## src/rtl/chord_cmd_fsm.sv

```systemverilog
// Button-chord command decoder: per-button debounce, chord accumulation until full
// release, table lookup to a one-cycle command strobe, optional auto-repeat while held.
module chord_cmd_fsm #(
  parameter int unsigned N_BTN        = 4,
  parameter int unsigned CMD_W        = 5,
  parameter int unsigned DEBOUNCE_CYC = 250000,
  parameter int unsigned REPEAT_EN    = 0,
  parameter int unsigned REPEAT_DLY   = 25000000,
  parameter int unsigned REPEAT_PER   = 5000000,
  parameter logic [(1<<N_BTN)*CMD_W-1:0] CMD_MAP =
      (((1<<N_BTN)*CMD_W)'(1) << ( 1*CMD_W)) |
      (((1<<N_BTN)*CMD_W)'(2) << ( 2*CMD_W)) |
      (((1<<N_BTN)*CMD_W)'(3) << ( 5*CMD_W)) |
      (((1<<N_BTN)*CMD_W)'(4) << ( 6*CMD_W)) |
      (((1<<N_BTN)*CMD_W)'(5) << ( 9*CMD_W)) |
      (((1<<N_BTN)*CMD_W)'(6) << (10*CMD_W)) |
      (((1<<N_BTN)*CMD_W)'(7) << (13*CMD_W)) |
      (((1<<N_BTN)*CMD_W)'(8) << (14*CMD_W))
) (
  input  logic             iClk,
  input  logic             iRst_n,
  input  logic [N_BTN-1:0] iBtns,
  output logic [CMD_W-1:0] oCmd,
  output logic             oCmdValid,
  output logic [N_BTN-1:0] oChord,
  output logic [N_BTN-1:0] oBtnsDb
);

  localparam int unsigned N_MAP = 1 << N_BTN;
  localparam int unsigned DB_W  = $clog2(DEBOUNCE_CYC);
  localparam int unsigned S_LIM = (REPEAT_DLY > REPEAT_PER) ? REPEAT_DLY : REPEAT_PER;
  localparam int unsigned S_W   = (S_LIM > 1) ? $clog2(S_LIM) : 1;

  typedef enum logic [1:0] {IDLE, ACCUM, REPEAT, DRAIN} state_t;

  state_t            state;
  logic [N_BTN-1:0]  sync1, sync2, dbNext;
  logic [DB_W-1:0]   dbCnt [N_BTN];
  logic [S_W-1:0]    scnt;
  logic              dbChg;
  logic [CMD_W-1:0]  cmdTab [N_MAP];
  logic [CMD_W-1:0]  curCmd;

  for (genvar m = 0; m < N_MAP; m++) begin : gMap
    assign cmdTab[m] = CMD_MAP[m*CMD_W +: CMD_W];
  end

  assign curCmd = cmdTab[oChord];

  // Debounced value each bit takes at the coming edge.
  always_comb begin
    dbNext = oBtnsDb;
    for (int i = 0; i < N_BTN; i++) begin
      if (sync2[i] != oBtnsDb[i] && dbCnt[i] == DB_W'(DEBOUNCE_CYC-1))
        dbNext[i] = sync2[i];
    end
  end

  assign dbChg = (dbNext != oBtnsDb);

  always_ff @(posedge iClk) begin
    if (!iRst_n) begin
      sync1   <= '0;
      sync2   <= '0;
      oBtnsDb <= '0;
      for (int i = 0; i < N_BTN; i++) dbCnt[i] <= '0;
    end else begin
      sync1   <= iBtns;
      sync2   <= sync1;
      oBtnsDb <= dbNext;
      for (int i = 0; i < N_BTN; i++) begin
        if (sync2[i] == oBtnsDb[i] || dbCnt[i] == DB_W'(DEBOUNCE_CYC-1))
          dbCnt[i] <= '0;
        else
          dbCnt[i] <= dbCnt[i] + 1'b1;
      end
    end
  end

  // Chord FSM; scnt measures cycles since oBtnsDb last changed.
  always_ff @(posedge iClk) begin
    if (!iRst_n) begin
      state     <= IDLE;
      oChord    <= '0;
      scnt      <= '0;
      oCmd      <= '0;
      oCmdValid <= 1'b0;
    end else begin
      oCmd      <= '0;
      oCmdValid <= 1'b0;
      if (dbChg)
        scnt <= '0;
      else if (scnt != '1)
        scnt <= scnt + 1'b1;

      case (state)
        IDLE: begin
          if (oBtnsDb != '0) begin
            state  <= ACCUM;
            oChord <= oBtnsDb;
          end
        end
        ACCUM: begin
          oChord <= oChord | oBtnsDb;
          if (oBtnsDb == '0) begin
            oCmd      <= curCmd;
            oCmdValid <= (curCmd != '0);
            oChord    <= '0;
            state     <= IDLE;
          end else if (REPEAT_EN != 0 && oBtnsDb == oChord &&
                       scnt == S_W'(REPEAT_DLY-1)) begin
            oCmd      <= curCmd;
            oCmdValid <= (curCmd != '0);
            scnt      <= '0;
            state     <= REPEAT;
          end
        end
        REPEAT: begin
          if (oBtnsDb != oChord) begin
            state <= DRAIN;
          end else if (scnt == S_W'(REPEAT_PER-1)) begin
            oCmd      <= curCmd;
            oCmdValid <= (curCmd != '0);
            scnt      <= '0;
          end
        end
        DRAIN: begin
          if (oBtnsDb == '0) begin
            oChord <= '0;
            state  <= IDLE;
          end
        end
        default: state <= IDLE;
      endcase
    end
  end

endmodule

```

## config.mk

```make
export PLATFORM = sky130hd
export DESIGN_NAME = chord_cmd_fsm
export DESIGN_NICKNAME = d
export VERILOG_FILES = /design/src/rtl/chord_cmd_fsm.sv
export SDC_FILE = /design/constraint.sdc
export NUM_CORES = 1
export LEC_CHECK = 0
export ABC_AREA = 0
export ABC_CLOCK_PERIOD_IN_PS = 4300
export BUFFER_PORTS_ARGS = -buffer_cell sky130_fd_sc_hd__buf_2
export CAP_MARGIN = 20
export CORE_MARGIN = 1.5
export CORE_UTILIZATION = 50
export DETAILED_ROUTE_END_ITERATION = 7
export PLACE_DENSITY = 0.66
export SYNTH_ARGS = -nofsm -noshare
export SYNTH_HDL_FRONTEND = slang
export SYNTH_SLANG_ARGS = --single-unit
```

## constraint.sdc

```tcl
create_clock -name iClk -period 4.3 [get_ports iClk]
set_clock_uncertainty 0.1 [all_clocks]
set_input_delay 1.075 -clock iClk [delete_from_list [all_inputs] [get_ports iClk]]
set_output_delay 1.075 -clock iClk [all_outputs]
set_load 0.005 [all_outputs]
```

**After elaboration in Yosys (flattened, before gate mapping)**

Memory sizes are Yosys's and may differ from the RTL's.
Cells that the tools add are included.

- Memory bits (writable): 72
- Output and inout port bits: 14
- Memories kept: 2
- Bits in registers: 49
- Memory bits (read-only): 80

- Bitwise logic cells: 10
- Multiplexer cells: 60
- Equal/unequal tests: 23
- Order comparisons: 1
- Add/sub/neg operators: 5
- Reduce and logical (&&, ||, !) cells: 16

Memories:

| memory | words | bits a word | rd ports | clocked after memory_dff | write ports | RTL line | RTL |
|---|---|---|---|---|---|---|---|
| (name not given) | 16 | 5 | 1 | 0 | 0 | 48 | `assign curCmd = cmdTab[oChord];` |
| dbCnt | 4 | 18 | 4 | 0 | 4 | 38 | `logic [DB_W-1:0] dbCnt [N_BTN];` |

Operators by type and width:

| operator | count |
|---|---|
| 18-bit 2-to-1 mux | 8 |
| 25-bit 2-to-1 mux | 5 |
| 18-bit by 1-bit adder with 18-bit output, second input constant | 4 |
| 18-bit equality test, second input constant | 4 |
| 1-bit 2-to-1 mux | 32 |
| 25-bit by 1-bit adder with 25-bit output, second input constant | 1 |
| 25-bit by 23-bit equality test with 1-bit output, second input constant | 1 |
| 5-bit 2-to-1 mux | 5 |
| 25-bit inequality test, second input constant | 1 |
| 4-bit 2-to-1 mux | 3 |
| 4-bit one-hot mux with 3 select lines | 1 |
| 5-bit one-hot mux with 2 select lines | 1 |
| 4-bit inequality test | 2 |
| 1-bit bitwise OR | 8 |
| 2-bit 2-to-1 mux | 3 |
| 2-bit inequality test, second input constant | 3 |
| 2-bit one-hot mux with 3 select lines | 1 |
| 3-bit AND reduction | 2 |
| 5-bit greater-or-equal comparator, second input constant | 1 |
| 4-bit NOT with 5-bit output | 1 |
| 5-bit nonzero test | 1 |
| 1-bit equality test | 4 |
| 2-bit equality test, second input constant | 2 |
| 1-bit logical AND | 4 |
| 11 further kinds | 17 |

**Depth between registers and ports, before layout**

An unclocked memory read counts as a cell.

- Depth in word-level cells: 9
- Mapped depth: 10
- Depth with buffers taken out: 7

**Least setup slack after synthesis**

No wires, ideal clock.

- Path type: register to register
- From: register oChord[2]
- To: register scnt[12]
- Path buffers: 3
- Required time: 4.085 ns
- Arrival time: 2.095 ns
- Library setup time: 0.115 ns
- Clock period less this slack: 2.310 ns
- Slack: 1.990 ns
- Cell stages (with the launch flop): 11
- Path through: dfxtp_1 -> clkbuf_1 -> inv_1 -> ha_1 -> nor4_1 -> nand4_1 -> o41ai_1 -> or3_1 -> buf_4 -> buf_4 -> nor2_1

- Longest elaborated chain between the ends: 3

RTL lines:

| element | RTL line | RTL |
|---|---|---|
| from (decl) | 25 | `output logic [N_BTN-1:0] oChord,` |
| from (signal assigned) | 100 | `oChord <= oBtnsDb;` |
| from (signal assigned) | 104 | `oChord <= oChord \| oBtnsDb;` |
| 4-bit inequality test | 119 | `if (oBtnsDb != oChord) begin` |
| 25-bit 2-to-1 mux | 119 |  |
| 25-bit 2-to-1 mux | 96 | `case (state)` |
| to (signal assigned) | 94 | `scnt <= scnt + 1'b1;` |
| to (decl) | 39 | `logic [S_W-1:0] scnt;` |

Every way passes these cells.
A chain may end at the register's enable or synchronous reset.

**Final worst setup path**

- From: register oChord[2]
- To: register scnt[5]

The elaborated chain is that of the path after synthesis.

==> results.md <==
- The register area share after synthesis is 49.7%.
- The data required time of the worst path is 4450 ps.
- The H-tree generated during clock tree synthesis spans 4 levels.
- The number of fill cells is 1026.
- The sum of net half-perimeters after detailed placement is 8.23 mm.
- Averaged over all synthesized cells, the footprint is 9.91 um^2.
- In this run, synthesis inferred 72 flip-flops with an integrated enable.
- The ratio of final minimum period to clock period is 69.0%.
- After synthesis, the netlist uses 57 different library cells.
- The total number of placement rows is 40.
- The synthesized netlist occupies a cell area of 6280 um^2.
- The kind of critical path is reg -> reg.
- The leakage component of the power is 2.63 nW.
- The number of antenna diodes in the final layout is 0.
- After clock tree synthesis, the clock-pin slew on the worst setup and hold paths is 50 ps.
- The count of nets left with antenna violations once routing finished came out at 0.
- Of the cells placed in the final design, the portion with a size suffix greater than 1 is 8.81%.
- The multi-input combinational cells in the finished layout cover a total of 3230 um^2.
- The floorplan step defined a core boundary enclosing 12100 um^2.
- The number of I/O pins is 20.
- Summed over all failing endpoints, the final setup total negative slack is 0 ps.
- In this run the worst path has a maximum fanout of 25.
- After clock tree synthesis, the repair step resized 0 gates.
- The number of port buffers is 18.
- The final-report max-slew violation count is 0.
- At the end of routability-driven placement, the weighted congestion stood at 0.822.
- The min-delay analysis places its worst path in the category reg -> reg.
- The count of routing violations after the opening detailed-route iteration is 313.
- The vertical die dimension is 115 um.
- The CTS root buffer is sky130_fd_sc_hd__clkbuf_16.
- The post-synthesis to final-layout area growth is 17.9%.
- The global-route congestion overflow total is 0.
- The number of clock sinks seen by CTS is 120.
- The maximum number of pins on one net before global-route repair is 26.
- The flow ran to the end, and the final reports show no timing, DRC or antenna violations.
- The worst setup path is captured at a flop.
- The die is 115 um wide.
- In this run, post-CTS hold repair placed 0 buffers.
- TritonCTS built the clock tree.
- Setup repair after global routing left no endpoint under its margin.
- The max-cap violation count is 0.
- The clock reaches the later pin of the worst-skew pair after 420 ps.
- For this design the ratio of total power to cell area is 398 nW/um^2.
- Buffers inserted during clock tree synthesis total 17.
- The average detailed-routed wire length per instance is 13.2 um.
- In the global route stage, overall resource usage came out at 19.6%.
- The overall die area is 13200 um^2.
- Among all flip-flop cells after synthesis, the most frequent one is sky130_fd_sc_hd__edfxtp_1.
- The final layout contains routed wiring with a total length of 11.9 mm.
- Counting every instance in the synthesized netlist gives 634.
- The maximum count of clock buffers along a single path is 2.
- The yosys synthesis warning count is 0.
- Dividing the detail-routed via count by the number of cells gives 5.18.
- The routed design could run at a clock period as short as 2970 ps.
- The initial antenna violation count came to 0.
- The area used by sequential logic in the layout is 3120 um^2.
- The number of synthesized register bits is 120.
- STA classifies the critical path startpoint as a flop.
- At the end of the flow, the number of nets in the layout was 747.
- The peak supply drop is 0.000311 V.
- For the worst setup path, the data arrival time is 3110 ps.
- The post-route DRC violation count is 0.
- The number of hold violations in the final report came to 0.
- Once the clock tree was built, the setup fixing pass inserted 0 buffers.
- The number of global-route vias before repair was 4540.
- Once the floorplan was initialized, standard cells occupied 51.9% of the core.
- Based on the critical path, the design can be clocked at up to 337 MHz.
- The first detailed-routing pass ran for 4 iterations.
- The first-pass GRT wire length is 20.4 mm.
- The vias after detailed routing is 4692.
- For the pin with the worst max-slew slack, the measured transition is 880 ps.
- Total power for the finished layout comes to 2.95 mW.
- Setup violations remaining at the end of the flow were counted as 0.
- In this run the tightest slew margin relative to its limit is 41.3%.
- After synthesis, the share of flip-flops with an asynchronous set or reset is 0%.
Yosys cell counts, types with 2 or more instances:
library cell               instances  share of area, %
sky130_fd_sc_hd__a21boi_0          2              0.24
sky130_fd_sc_hd__o311ai_0          4              0.56
sky130_fd_sc_hd__o211a_1           4              0.64
sky130_fd_sc_hd__inv_1            25               1.5
sky130_fd_sc_hd__dfxtp_1          48                15
sky130_fd_sc_hd__nor2_2            2              0.20
sky130_fd_sc_hd__nand4_1          21               2.1
sky130_fd_sc_hd__nor4bb_1          5              0.80
sky130_fd_sc_hd__or4_1             8              0.96
sky130_fd_sc_hd__nor4b_1           2              0.28
sky130_fd_sc_hd__xor2_1           33               4.6
sky130_fd_sc_hd__mux2i_1           5              0.80
sky130_fd_sc_hd__o21ai_0           9              0.72
sky130_fd_sc_hd__nand3_2           2              0.32
sky130_fd_sc_hd__nand2_1          39               2.3
sky130_fd_sc_hd__a311oi_1          2              0.28
sky130_fd_sc_hd__nor3_2            3              0.48
sky130_fd_sc_hd__buf_4             5              0.60
sky130_fd_sc_hd__o311a_1           2              0.32
sky130_fd_sc_hd__or3b_2            2              0.28
sky130_fd_sc_hd__nor4_1           11               1.1
sky130_fd_sc_hd__and4_1            3              0.42
sky130_fd_sc_hd__a21oi_1          17               1.4
sky130_fd_sc_hd__and2_1           11               1.1
sky130_fd_sc_hd__nor2b_1           4              0.40
sky130_fd_sc_hd__or3_1            12               1.2
sky130_fd_sc_hd__a211oi_1          6              0.72
sky130_fd_sc_hd__ha_1             16               3.2
sky130_fd_sc_hd__edfxtp_1         72                34
sky130_fd_sc_hd__o211ai_1          3              0.36
sky130_fd_sc_hd__and3_1           14               1.4
sky130_fd_sc_hd__nand3_1          38               3.0
sky130_fd_sc_hd__conb_1            2              0.12
sky130_fd_sc_hd__buf_2             2              0.16
sky130_fd_sc_hd__clkbuf_1         10              0.60
sky130_fd_sc_hd__nor2_1          114               6.8
sky130_fd_sc_hd__o31ai_1           7              0.84
sky130_fd_sc_hd__xnor2_1          42               5.9
sky130_fd_sc_hd__nor3_1            9              0.72
report_power, final:
part           total, mW  switching [mW]  internal (mW)  leakage (nW)
registers           1.30          0.0437           1.26          1.13
clock network       1.51           0.500           1.01         0.313
logic              0.133          0.0777         0.0555          1.18
total               2.95           0.622           2.33          2.63
worst max-delay path: stages, from the launching register on:
cell and delay, ps:
sky130_fd_sc_hd__dfxtp_1 470, sky130_fd_sc_hd__inv_1 80, sky130_fd_sc_hd__ha_1 300, sky130_fd_sc_hd__nor4_1 410, sky130_fd_sc_hd__nand4_1 190, sky130_fd_sc_hd__o41ai_1 390, sky130_fd_sc_hd__or3_1 750, sky130_fd_sc_hd__a21oi_1 110
path summary, 6_finish.rpt:
path,startpoint,end,slack [ps],cells past startpoint
max,oChord[2],scnt[5],1330,7
min,sync1[2],sync2[2],330,1
max reg2reg,oChord[2],scnt[5],1330,7
min reg2reg,sync1[2],sync2[2],330,1
cells in the final DEF, fill, tap and decap left out, types with 3 or more instances in the layout:
cell type                   netlist  layout
sky130_fd_sc_hd__edfxtp_1        72      72
sky130_fd_sc_hd__and4_1           3       3
sky130_fd_sc_hd__conb_1           2      73
sky130_fd_sc_hd__o211ai_1         3       3
sky130_fd_sc_hd__o311ai_0         4       4
sky130_fd_sc_hd__buf_2            2      18
sky130_fd_sc_hd__nand3_1         38      38
sky130_fd_sc_hd__o21ai_0          9       9
sky130_fd_sc_hd__or3_1           12      12
sky130_fd_sc_hd__nand4_1         21      21
sky130_fd_sc_hd__o211a_1          4       4
sky130_fd_sc_hd__nor4bb_1         5       5
sky130_fd_sc_hd__or4_1            8       8
sky130_fd_sc_hd__clkbuf_16        0      19
sky130_fd_sc_hd__a211oi_1         6       6
sky130_fd_sc_hd__bufinv_16        0       3
sky130_fd_sc_hd__nor2b_1          4       4
sky130_fd_sc_hd__dfxtp_1         48      48
sky130_fd_sc_hd__ha_1            16      16
sky130_fd_sc_hd__nor3_1           9       9
sky130_fd_sc_hd__a21oi_1         17      17
sky130_fd_sc_hd__nor2_1         114     114
sky130_fd_sc_hd__nand2_1         39      39
sky130_fd_sc_hd__o31ai_1          7       7
sky130_fd_sc_hd__mux2i_1          5       5
sky130_fd_sc_hd__inv_1           25      25
sky130_fd_sc_hd__and2_1          11      11
sky130_fd_sc_hd__nor4_1          11      11
sky130_fd_sc_hd__nor3_2           3       3
sky130_fd_sc_hd__xor2_1          33      33
sky130_fd_sc_hd__xnor2_1         42      42
sky130_fd_sc_hd__and3_1          14      14
flip-flops by register name, indices dropped and copies added, names as in the netlist:
signal and cells:
scnt 25, sync2 4, dbCnt 72, state 2
oBtnsDb 4, oChord 4, sync1 4, oCmd 4
oCmdValid 1
cell type report:
| type | instances | share of cell area [%] |
|---|---|---|
| multi-input cells | 541 | 43.6 |
| inverters | 25 | 1.27 |
| flip-flops and latches | 120 | 42.2 |
| clock inverters | 10 | 1.84 |
| well taps | 168 | 2.84 |
| repair buffers | 20 | 1.42 |
| clock buffers | 22 | 6.84 |
metal layers:
layer	wire length (um)	global-route usage, %	vias up
met5	0	0	-
met4	175	7.98	0
met3	326	5.80	14
met2	5900	32.4	49
met1	5540	24.3	2237
li1	-	-	2392
cell families after synthesis:
group,count (synthesis),synth area share (%)
flops,120,49.7
other cells,2,0.120
mux,5,0.797
buf+inv,44,3.09
simple gates,308,25.1
compound gates,64,7.59
xor+xnor,75,10.5
fa+ha+maj,16,3.19
through the flow:
step | hold WS, ps | worst slack (ps) | area (um^2) | std cells | util [%]
CTS | 332 | 1360 | 7410 | 906 | 61.2
finish | 329 | 1330 | 7410 | 906 | 61.2
detailed placement | 317 | 1360 | 6770 | 874 | 55.9
global placement | 314 | 1530 | 6770 | 874 | 55.9
global route | 344 | 1040 | 7410 | 906 | 61.2
floorplan | 312 | 1990 | 6550 | 705 | -
No activity file was read; power rests on OpenSTA's default activity.
